[src/rtl/mem_port_arbiter.sv]
// -----------------------------------------------------------------------------
// mem_port_arbiter
//
// Shares one single-ported unified memory between the instruction-fetch path
// and the load/store data path. One transaction is in flight at a time:
// IDLE/RESP accept a request, BUSY drives the memory port until mem_ready_i
// (or a timeout), RESP returns the read data with a one-cycle done pulse.
// Data has priority over fetch, except that after STARVE_MAX consecutive data
// grants made while fetch was waiting, fetch wins the next arbitration.
//
// Ports
//   clk_i, rst_ni              clock, asynchronous active-low reset
//   if_req_i/if_addr_i         fetch request (held until if_gnt_o)
//   if_gnt_o                   combinational accept strobe for fetch
//   if_done_o/if_rdata_o       registered completion pulse + instruction word
//   d_req_i/d_addr_i/d_we_i/d_wdata_i   data request (d_we_i==0 means read)
//   d_gnt_o                    combinational accept strobe for data
//   d_done_o/d_rdata_o         registered completion pulse + load word
//   err_o                      high with the done pulse of a timed-out access
//   mem_en_o/mem_wea_o/mem_addr_o/mem_wdata_o   memory port
//   mem_rdata_i/mem_ready_i    memory read data and completion
// -----------------------------------------------------------------------------
module mem_port_arbiter #(
  parameter int unsigned TIMEOUT_CYCLES = 255,  // 2..255
  parameter int unsigned STARVE_MAX     = 4     // 1..15
) (
  input  logic        clk_i,
  input  logic        rst_ni,
  // fetch requester
  input  logic        if_req_i,
  input  logic [31:0] if_addr_i,
  output logic        if_gnt_o,
  output logic        if_done_o,
  output logic [31:0] if_rdata_o,
  // data requester
  input  logic        d_req_i,
  input  logic [31:0] d_addr_i,
  input  logic [3:0]  d_we_i,
  input  logic [31:0] d_wdata_i,
  output logic        d_gnt_o,
  output logic        d_done_o,
  output logic [31:0] d_rdata_o,
  output logic        err_o,
  // memory port
  output logic        mem_en_o,
  output logic [3:0]  mem_wea_o,
  output logic [31:0] mem_addr_o,
  output logic [31:0] mem_wdata_o,
  input  logic [31:0] mem_rdata_i,
  input  logic        mem_ready_i
);

  typedef enum logic [1:0] {
    S_IDLE = 2'd0,
    S_BUSY = 2'd1,
    S_RESP = 2'd2
  } state_e;

  localparam logic [7:0]  TMO_LAST   = 8'(TIMEOUT_CYCLES - 1);
  localparam logic [3:0]  STARVE_LIM = 4'(STARVE_MAX);
  localparam logic [31:0] TMO_RDATA  = 32'hDEAD_BEEF;

  state_e      state_q, state_d;
  logic        owner_d_q;      // 1: data path owns the transaction
  logic [31:0] addr_q;
  logic [3:0]  we_q;
  logic [31:0] wdata_q;
  logic [31:0] rdata_q;
  logic [7:0]  tmo_q;
  logic [3:0]  starve_q;
  logic        if_done_q;
  logic        d_done_q;
  logic        err_q;

  logic        can_accept;
  logic        fetch_wins;
  logic        accept;
  logic        tmo_hit;
  logic        busy_exit;

  // ---------------------------------------------------------------------------
  // Arbitration. Grants are combinational and also masked by reset so that
  // nothing is reported accepted while the block is held in reset.
  // ---------------------------------------------------------------------------
  always_comb begin
    can_accept = rst_ni && (state_q != S_BUSY);
    fetch_wins = if_req_i && (!d_req_i || (starve_q == STARVE_LIM));
    if_gnt_o   = can_accept && fetch_wins;
    d_gnt_o    = can_accept && d_req_i && !fetch_wins;
    accept     = if_gnt_o || d_gnt_o;
    tmo_hit    = (tmo_q == TMO_LAST);
    busy_exit  = (state_q == S_BUSY) && (mem_ready_i || tmo_hit);
  end

  // ---------------------------------------------------------------------------
  // FSM: state register
  // ---------------------------------------------------------------------------
  // NOTE: every clocked block uses non-blocking assignments so all registers
  // update from the same pre-edge values, regardless of evaluation order.
  always_ff @(posedge clk_i or negedge rst_ni) begin
    if (!rst_ni) state_q <= S_IDLE;
    else         state_q <= state_d;
  end

  // ---------------------------------------------------------------------------
  // FSM: next-state logic
  // ---------------------------------------------------------------------------
  // NOTE: state_d is given a default before the case so no path leaves it
  // unassigned; that is what keeps a combinational block from becoming a latch.
  always_comb begin
    state_d = state_q;
    case (state_q)
      S_IDLE,
      S_RESP:  state_d = accept ? S_BUSY : S_IDLE;
      S_BUSY:  if (busy_exit) state_d = S_RESP;
      default: state_d = S_IDLE;
    endcase
  end

  // ---------------------------------------------------------------------------
  // Transaction datapath, timeout counter, starvation counter, done pulses.
  // ---------------------------------------------------------------------------
  always_ff @(posedge clk_i or negedge rst_ni) begin
    if (!rst_ni) begin
      owner_d_q <= 1'b0;
      addr_q    <= '0;
      we_q      <= '0;
      wdata_q   <= '0;
      rdata_q   <= '0;
      tmo_q     <= '0;
      starve_q  <= '0;
      if_done_q <= 1'b0;
      d_done_q  <= 1'b0;
      err_q     <= 1'b0;
    end else begin
      if (accept) begin
        owner_d_q <= d_gnt_o;
        addr_q    <= d_gnt_o ? d_addr_i  : if_addr_i;
        we_q      <= d_gnt_o ? d_we_i    : 4'b0000;  // fetches are always reads
        wdata_q   <= d_gnt_o ? d_wdata_i : 32'h0;
        tmo_q     <= '0;
      end else if (state_q == S_BUSY) begin
        tmo_q <= tmo_q + 8'd1;
      end

      if (busy_exit) begin
        // A real ready beats a coincident timeout.
        if (mem_ready_i) rdata_q <= (we_q != 4'b0000) ? 32'h0 : mem_rdata_i;
        else             rdata_q <= TMO_RDATA;
      end

      // Done and err are pulses for the single RESP cycle that follows BUSY.
      if_done_q <= busy_exit && !owner_d_q;
      d_done_q  <= busy_exit &&  owner_d_q;
      err_q     <= busy_exit && !mem_ready_i;

      // Only data grants made while fetch was waiting count toward starvation.
      if (if_gnt_o)                                   starve_q <= '0;
      else if (d_gnt_o && if_req_i && starve_q != 4'hF) starve_q <= starve_q + 4'd1;
    end
  end

  // ---------------------------------------------------------------------------
  // FSM: outputs. Address and write data keep their last value outside BUSY;
  // byte enables are forced off whenever the port is not strobed.
  // ---------------------------------------------------------------------------
  always_comb begin
    mem_en_o    = (state_q == S_BUSY);
    mem_wea_o   = mem_en_o ? we_q : 4'b0000;
    mem_addr_o  = addr_q;
    mem_wdata_o = wdata_q;
    if_done_o   = if_done_q;
    d_done_o    = d_done_q;
    err_o       = err_q;
    if_rdata_o  = if_done_q ? rdata_q : 32'h0;
    d_rdata_o   = d_done_q  ? rdata_q : 32'h0;
  end

endmodule

[config.mk]
export PLATFORM = sky130hd
export DESIGN_NAME = mem_port_arbiter
export DESIGN_NICKNAME = d
export VERILOG_FILES = /design/src/rtl/mem_port_arbiter.sv
export SDC_FILE = /design/constraint.sdc
export NUM_CORES = 1
export LEC_CHECK = 0
export BUFFER_PORTS_ARGS = -buffer_cell sky130_fd_sc_hd__buf_2
export CORE_ASPECT_RATIO = 0.75
export CORE_UTILIZATION = 51
export DETAILED_ROUTE_END_ITERATION = 10
export PLACE_DENSITY = 0.86
export SETUP_SLACK_MARGIN = 0.4
export SLEW_MARGIN = 0
export SYNTH_ARGS = -nofsm -noshare
export SYNTH_HDL_FRONTEND = slang
export SYNTH_SLANG_ARGS = --single-unit
[constraint.sdc]
create_clock -name clk_i -period 4 [get_ports clk_i]
set_input_delay 0.4 -clock clk_i [delete_from_list [all_inputs] [get_ports clk_i]]
set_output_delay 0.4 -clock clk_i [all_outputs]
set_load 0.01 [all_outputs]
Word-level counts from Yosys, hierarchy flattened
Cells that the tools add are included.
{"block": "classes", "add_sub_neg": 2, "n_eq_ne": 7, "muxes": 15, "reduce_logical": 23}
{"cell": "32-bit 2-to-1 mux", "count": 6}
{"cell": "4-bit 2-to-1 mux", "count": 4}
{"cell": "8-bit 2-to-1 mux", "count": 2}
{"cell": "1-bit logical AND", "count": 11}
{"cell": "8-bit by 1-bit adder with 8-bit output, second input constant", "count": 1}
{"cell": "8-bit equality test, second input constant", "count": 1}
{"cell": "4-bit by 1-bit adder with 4-bit output, second input constant", "count": 1}
{"cell": "4-bit by 3-bit equality test with 1-bit output, second input constant", "count": 1}
{"cell": "1-bit zero test", "count": 4}
{"cell": "2-bit by 1-bit != test with 1-bit output, second input constant", "count": 2}
{"cell": "4-bit != test, second input constant", "count": 1}
{"cell": "2-bit one-hot mux with 2 select lines", "count": 1}
{"cell": "2-bit nonzero test", "count": 2}
{"cell": "4-bit nonzero test", "count": 1}
{"cell": "1-bit logical OR", "count": 3}
{"cell": "2-bit by 1-bit equality test with 1-bit output, second input constant", "count": 1}
{"cell": "2-bit equality test, second input constant", "count": 1}
{"cell": "2-bit zero test", "count": 1}
{"cell": "2-bit 2-to-1 mux", "count": 1}
{"cell": "2-bit OR reduction", "count": 1}
{"cell": "1-bit 2-to-1 mux", "count": 1}
{"block": "word_totals", "regBits": 118, "input_bits": 137}

Longest topological paths before layout
Gate-level depths: netlist of the first run.
{"block": "logic_depth", "ltp_word": 9, "depth_mapped": 8, "ltp_nobuf": 5}

Least setup slack after synthesis of the first run
Ideal clock, no wire load.
{"block": "synth_timing", "kind": "register to output", "from": "reg starve_q[0]", "to": "out d_gnt_o", "arrival_time_ns": 1.316, "slack_ns": 2.284, "path_stages_with_launch": 7, "cell_sequence": "dfrtp_1 > inv_1 > ha_1 > and4b_1 > buf_2 > nor3_4 > buf_2"}
{"block": "synth_between", "elab_chain_cells": 5}
{"element": "start, declared", "line": "70", "source": "logic [3:0] starve_q;"}
{"element": "start signal, assigned", "line": "159", "source": "else if (d_gnt_o && if_req_i && starve_q != 4'hF) starve_q <= starve_q + 4'd1;"}
{"element": "4-bit by 3-bit equality test with 1-bit output", "line": "87", "source": "fetch_wins = if_req_i && (!d_req_i || (starve_q == STARVE_LIM));"}
{"element": "1-bit logical OR", "line": "87"}
{"element": "1-bit logical AND", "line": "87"}
{"element": "1-bit zero test", "line": "89", "source": "d_gnt_o = can_accept && d_req_i && !fetch_wins;"}
{"element": "1-bit logical AND", "line": "89"}
{"element": "end, declared", "line": "40", "source": "output logic d_gnt_o,"}
No other way between the ends.

Worst setup path after layout of the first run
{"block": "layout_timing", "from": "in rst_ni", "to": "out if_gnt_o"}
{"block": "layout_between", "elab_chain_cells": 2}
{"element": "start, declared", "line": "28", "source": "input logic rst_ni,"}
{"element": "1-bit logical AND", "line": "86", "source": "can_accept = rst_ni && (state_q != S_BUSY);"}
{"element": "1-bit logical AND", "line": "88", "source": "if_gnt_o = can_accept && fetch_wins;"}
{"element": "end, declared", "line": "32", "source": "output logic if_gnt_o,"}
No other way between the ends.

==> results of run 1 <==
-- state kept, by name, indices dropped and copies added (netlist names) --
| name | flops |
|---|---|
| owner_d_q | 1 |
| err_o | 1 |
| mem_addr_o | 32 |
| starve_q | 4 |
| if_done_o | 1 |
| we_q | 4 |
| rdata_q | 32 |
| d_done_o | 1 |
| tmo_q | 8 |
| mem_wdata_o | 32 |
| state_q | 2 |
-- cell usage after synthesis, types with 2 or more instances --
| master | number |
|---|---|
| clkbuf_1 | 30 |
| xnor2_1 | 2 |
| nor3_1 | 2 |
| ha_1 | 4 |
| o21ai_0 | 12 |
| nor2b_1 | 2 |
| buf_2 | 25 |
| a21o_1 | 2 |
| nand3b_1 | 2 |
| a211oi_1 | 25 |
| buf_6 | 3 |
| nor2_1 | 28 |
| and4_1 | 2 |
| a31oi_1 | 64 |
| nand2_1 | 7 |
| inv_1 | 37 |
| and3_1 | 3 |
| buf_4 | 4 |
| a21oi_1 | 30 |
| nand4b_1 | 3 |
| a32oi_1 | 8 |
| o31ai_1 | 34 |
| dfrtp_1 | 118 |
| buf_8 | 2 |
| nand4_1 | 34 |
| a32o_1 | 3 |
| a22o_1 | 37 |
| and2_1 | 71 |
| nand3_1 | 3 |
| or3_1 | 4 |
-- critical path, delay by kind of cell --
kind	cells	cell delay [ns]
AND/OR/NAND/NOR	2	0.35
buffers and inverters	4	1.56
AO/OA/AOI/OAI	1	0.13
-- logic make-up after synthesis --
group,after synthesis,share of synthesized area
AO/OA/AOI/OAI,220,0.2523
flip-flops,118,0.4861
XOR/XNOR,2,0.002884
buffers and inverters,104,0.08012
multiplexers,1,0.001648
adder cells (fa/ha/maj),4,0.008239
AND/OR/NAND/NOR,170,0.1687
-- where the power goes --
group	internal, mW	leakage (nW)	switching (mW)
registers	1.63	1.45	0.384
clock network	1.00	0.295	0.554
logic	0.709	2.29	0.992
total	3.34	4.04	1.93
-- area by class of cell --
type                       count  area [um2]  share of cell area
timing repair buffer         287        1478              0.1836
clock buffer                  19       442.9             0.05504
tap                          162       202.7             0.02519
inverter                      39       151.4             0.01881
sequential                   118        2953              0.3669
clock inverter                13       171.4             0.02130
multi-input combinational    397        2649              0.3291
-- metrics by stage --
step | cells | hold slack, ns | worst slack (ns)
6_report | 1035 | 0.2184 | 1.139
5_1_grt | 1035 | 0.2020 | 0.9021
4_1_cts | 1035 | 0.2007 | 1.094
3_5_place_dp | 1002 | 0.2474 | 1.660
3_3_place_gp | 1002 | 0.2487 | 1.680
2_1_floorplan | 619 | 0.1044 | 2.284
-- layer usage --
metal,wire length [um],GRT usage,part of all wire
met1,7184,0.3561,0.42
met2,8371,0.4479,0.49
met3,1179,0.06773,0.069
met4,261,0.09412,0.015
met5,0,0,0
-- worst paths after layout --
kind	end	slack, ns	cells after the start
hold / removal	mem_wdata_o[25]	0.22	2
hold reg to reg	mem_wdata_o[16]	0.49	1
setup reg to reg	mem_addr_o[20]	1.81	5
min in group asynchronous	rdata_q[20]	0.40	2
setup / recovery	if_gnt_o	1.14	7
max in group asynchronous	rdata_q[4]	2.51	3
-- timing repair --
action                                 in CTS  in global routing
hold buffers                                1                  0
endpoints found under the hold margin      14                  0
resized for setup                           0                  0
==> impl_metrics.ini, run 1 <==
[sta]
fmax_ghz = 0.3495
setup_viol = 0
slew-limit-headroom = 0.1659
fin_crit_ns = 2.861
worst_clock_skew_ns = 0.008633
finalHoldViolations = 0
tightestPinTransition_ns = 1.251
rsz0062_at_grt = false
slew_viol_final = 0
min_period_over_period = 0.7153
final.setup.tns_ns = 0

[floorplan]
num_rows = 34
coreArea_mm2 = 0.01161
start_util = 0.5231
die_area_mm2 = 0.01236
fp.dieW_um = 128.0
boundaryPins = 275
die_h_um = 96.52

[global_route]
antenna_found_initial = 0
grt_first_pass_wirelength_um = 26090
first_global_vias = 5237
grt_max_degree = 79
grt-ovfl-total = 0
track_usage = 0.2727

[placed_design]
dpl_cell_area_mm2 = 0.007423
port_buffers = 274
gp_congestion = 0.8140
post-dp-hpwl_um = 11370

[drt]
wl_per_cell_um = 16.42
drt_iter0_drc = 366
vias = 5958
via_per_inst = 5.757
routed_wl_um = 17000
drc = 0
dr.pass1.iters = 4
drtAntennaViolNets = 0

[clocking]
clock_sinks = 118
cts_root_buffer = clkbuf_16
insertion_delay_ns = 0.40
clk_pin_slew_ns = 0.06
clockBufferDepth = 2
h-tree-depth = 4
postCtsSetupBuffers = 0
cts-buffers-inserted = 17
cts_tree = yes

[setup_path]
critical_path.max_stage_delay_ns = 0.67
rr_startpoint = state_q[0]
crit_path_end_kind = primary output
crit_start = rst_ni
cp.arrival_ns = 2.46
start_kind = input port
crit_type = input port to primary output
crit_fanout = 78
cp_cell_sequence = dlygate4sd3_1 > buf_6 > buf_4 > and2_1 > nand2_1 > a21oi_1 > buf_2
required_ns = 3.60
critPathSlowestCell = buf_4

[synth]
synthesis.area_mm2 = 0.006075
netlist_instances = 619
synth-edff-count = 0
syn-num-nets = 760
syn_area_per_cell_um2 = 9.814
ys_types = 48
synth_largest_area_cell = dfrtp_1
ys.flop_type = dfrtp_1
yosysWarnings = 0
async_flop_share = 1.000
synth_area_leaders = dfrtp_1, and2_1, a31oi_1, a22o_1, o31ai_1
yosysSeqAreaShare = 0.4861
synth_seq_cells = 118
yosysTopAreaCellShare = 0.4861

[worst_hold_path]
min_from = d_wdata_i[25]
holdCritPathClass = input port to register

[cells_and_area]
final_common_cell = buf_2
final_cell_area_mm2 = 0.008048
most-common-layout-cells = buf_2, dfrtp_1, and2_1, a31oi_1
fillers = 942
nNetsFinal = 1001
insertedDiodeCount = 0
final_util = 0.6930
layout-drive-gt1-share = 0.3734
syn_to_final_growth_pct = 32.48

[power]
ir_worst_vdd_mv = 0.4516
p_leak_nw = 4.036
finalPower_mw = 5.275
pwr_density_cell_mw_per_mm2 = 655.4

[status]
status = finished, final reports clean

[run]
max-cap-violations = 0
Power figures use the tool's default switching activity.
==> run 2: changes to the inputs <==
--- a/config.mk
+++ b/config.mk
@@ -7,9 +7,9 @@
 export LEC_CHECK = 0
 export BUFFER_PORTS_ARGS = -buffer_cell sky130_fd_sc_hd__buf_2
 export CORE_ASPECT_RATIO = 0.75
-export CORE_UTILIZATION = 51
+export CORE_UTILIZATION = 48
 export DETAILED_ROUTE_END_ITERATION = 10
-export PLACE_DENSITY = 0.86
+export PLACE_DENSITY = 0.81
 export SETUP_SLACK_MARGIN = 0.4
 export SLEW_MARGIN = 0
 export SYNTH_ARGS = -nofsm -noshare
==> constraint.sdc (replaced) <==
create_clock -name clk_i -period 2.8 [get_ports clk_i]
set_input_delay 0.28 -clock clk_i [delete_from_list [all_inputs] [get_ports clk_i]]
set_output_delay 0.28 -clock clk_i [all_outputs]
set_load 0.01 [all_outputs]
==> run 2 against run 1 <==
Against the previous run: final cell count up 1.1%; core utilization shrank 3.9 points; combinational power is 44% higher; critical path depth shrank 1; hold slack got worse by 0.13 ns; highest routed layer unchanged; global-route usage decreased by 1.1 points; worst setup slack worse by 0.62 ns; via count down 2.9%; clock power grew 26%.
==> impl_metrics.ini, run 2 (synthesized netlist as in run 1, its figures left out) <==
[sta]
worst_clock_skew_ns = 0.01148
slew_viol_final = 0
tightestPinTransition_ns = 0.7610
fin_crit_ns = 2.281
slew-limit-headroom = 0.4926
final.setup.tns_ns = 0
worst_slack_ns = 0.5192
fmax_ghz = 0.4384
rsz0062_at_grt = false
setup_viol = 0
min_period_over_period = 0.8146
finalHoldViolations = 0

[cells_and_area]
most-common-layout-cells = buf_2, dfrtp_1, and2_1, a31oi_1
layout-drive-gt1-share = 0.3795
final_util = 0.6543
fillers = 1005
syn_to_final_growth_pct = 32.54
insertedDiodeCount = 0
final_common_cell = buf_2
nNetsFinal = 1009
final_cell_area_mm2 = 0.008051

[clocking]
cts_tree = yes
cts_root_buffer = clkbuf_16
clockBufferDepth = 2
clk_pin_slew_ns = 0.06
cts-buffers-inserted = 17
h-tree-depth = 4
clock_sinks = 118
insertion_delay_ns = 0.41

[global_route]
grt-ovfl-total = 0
use_met3 = 0.05657
met2_usage = 0.4212
met1_usage = 0.3562
first_global_vias = 5441
grt_first_pass_wirelength_um = 27330
track_usage = 0.2615
antenna_found_initial = 0
busiest_layer = met2
grt_max_degree = 68

[placed_design]
dpl_cell_area_mm2 = 0.007453
port_buffers = 274
post-dp-hpwl_um = 11360
gp_congestion = 0.8058
pre_cts_slack_ns = 0.6296

[setup_path]
required_ns = 2.52
cp.arrival_ns = 2.00
crit_type = input port to primary output
crit_fanout = 33
crit_path_end_kind = primary output
start_kind = input port

[drt]
via_per_inst = 5.530
wl_per_cell_um = 15.95
routed_wl_um = 16690
drc = 0
vias = 5784
drtAntennaViolNets = 0
drt_iter0_drc = 355
dr.pass1.iters = 5

[floorplan]
fp.dieW_um = 131.9
die_h_um = 99.43
coreArea_mm2 = 0.01231
num_rows = 35
die_area_mm2 = 0.01311
start_util = 0.4936
boundaryPins = 275

[run]
max-cap-violations = 0

[power]
finalPower_mw = 7.281
pwr_density_cell_mw_per_mm2 = 904.3
ir_worst_vdd_mv = 0.5640
p_leak_nw = 4.050

[status]
status = finished, final reports clean

[worst_hold_path]
holdCritPathClass = input port to register
-- run 2: changes by cell type in the layout (fill, tap and decap cells not counted), sizes merged --
cell    change
bufinv      -3
clkbuf      -1
inv         +2
clkinv      +1
buf         +8
-- run 2: layer usage --
layer / share of wire / vias up
li1: - / 2800
met1: 0.45 / 2754
met2: 0.48 / 219
met3: 0.060 / 11
met4: 0.0081 / 0
met5: 0 / -
-- run 2: worst paths after layout --
check,depth (start not counted),end,slack (ns),start
max in group asynchronous,4,mem_wdata_o[3],1.16,rst_ni
worst min-delay path,2,mem_wdata_o[15],0.09,d_wdata_i[15]
min in group asynchronous,2,starve_q[3],0.30,rst_ni
worst max-delay path,6,d_gnt_o,0.52,rst_ni
worst min register to register,1,mem_wdata_o[8],0.50,mem_wdata_o[8]
worst max register to register,6,mem_wdata_o[28],0.88,starve_q[0]
-- run 2: worst max-delay path, cell delays in order --
cell and delay (ns):
dlygate4sd3_1 0.55, buf_6 0.23, nand2_1 0.08, buf_4 0.27
nor3_4 0.37, buf_2 0.20
-- run 2: metrics by stage --
stage	hold WS [ns]	cells
2_1_floorplan	-0.01559	619
4_1_cts	0.07306	1042
6_report	0.08665	1046
5_1_grt	0.07445	1046
3_5_place_dp	0.1338	1010
3_3_place_gp	0.1341	1010
-- run 2: power by group --
part	total (mW)	switching [mW]	internal [mW]
clock network	1.97	0.814	1.16
registers	2.87	0.539	2.33
logic	2.44	1.40	1.04
-- run 2: layout make-up --
cell class              instances  area [um2]  area share
flip-flops and latches        118        2953      0.3667
multi-input cells             397        2649      0.3290
repair buffers                295        1549      0.1924
clock buffers                  18       439.2     0.05455
well taps                     166       207.7     0.02580
inverters                      39       153.9     0.01911
clock inverters                13       100.1     0.01243
-- run 2: what timing repair did --
action                                  CTS  global route
setup buffers                             0             4
hold buffers                              1             0
endpoints found under the hold margin    14             0
resized for setup                         3             3
pin swaps                                 1             1
endpoints found under the setup margin    7             7
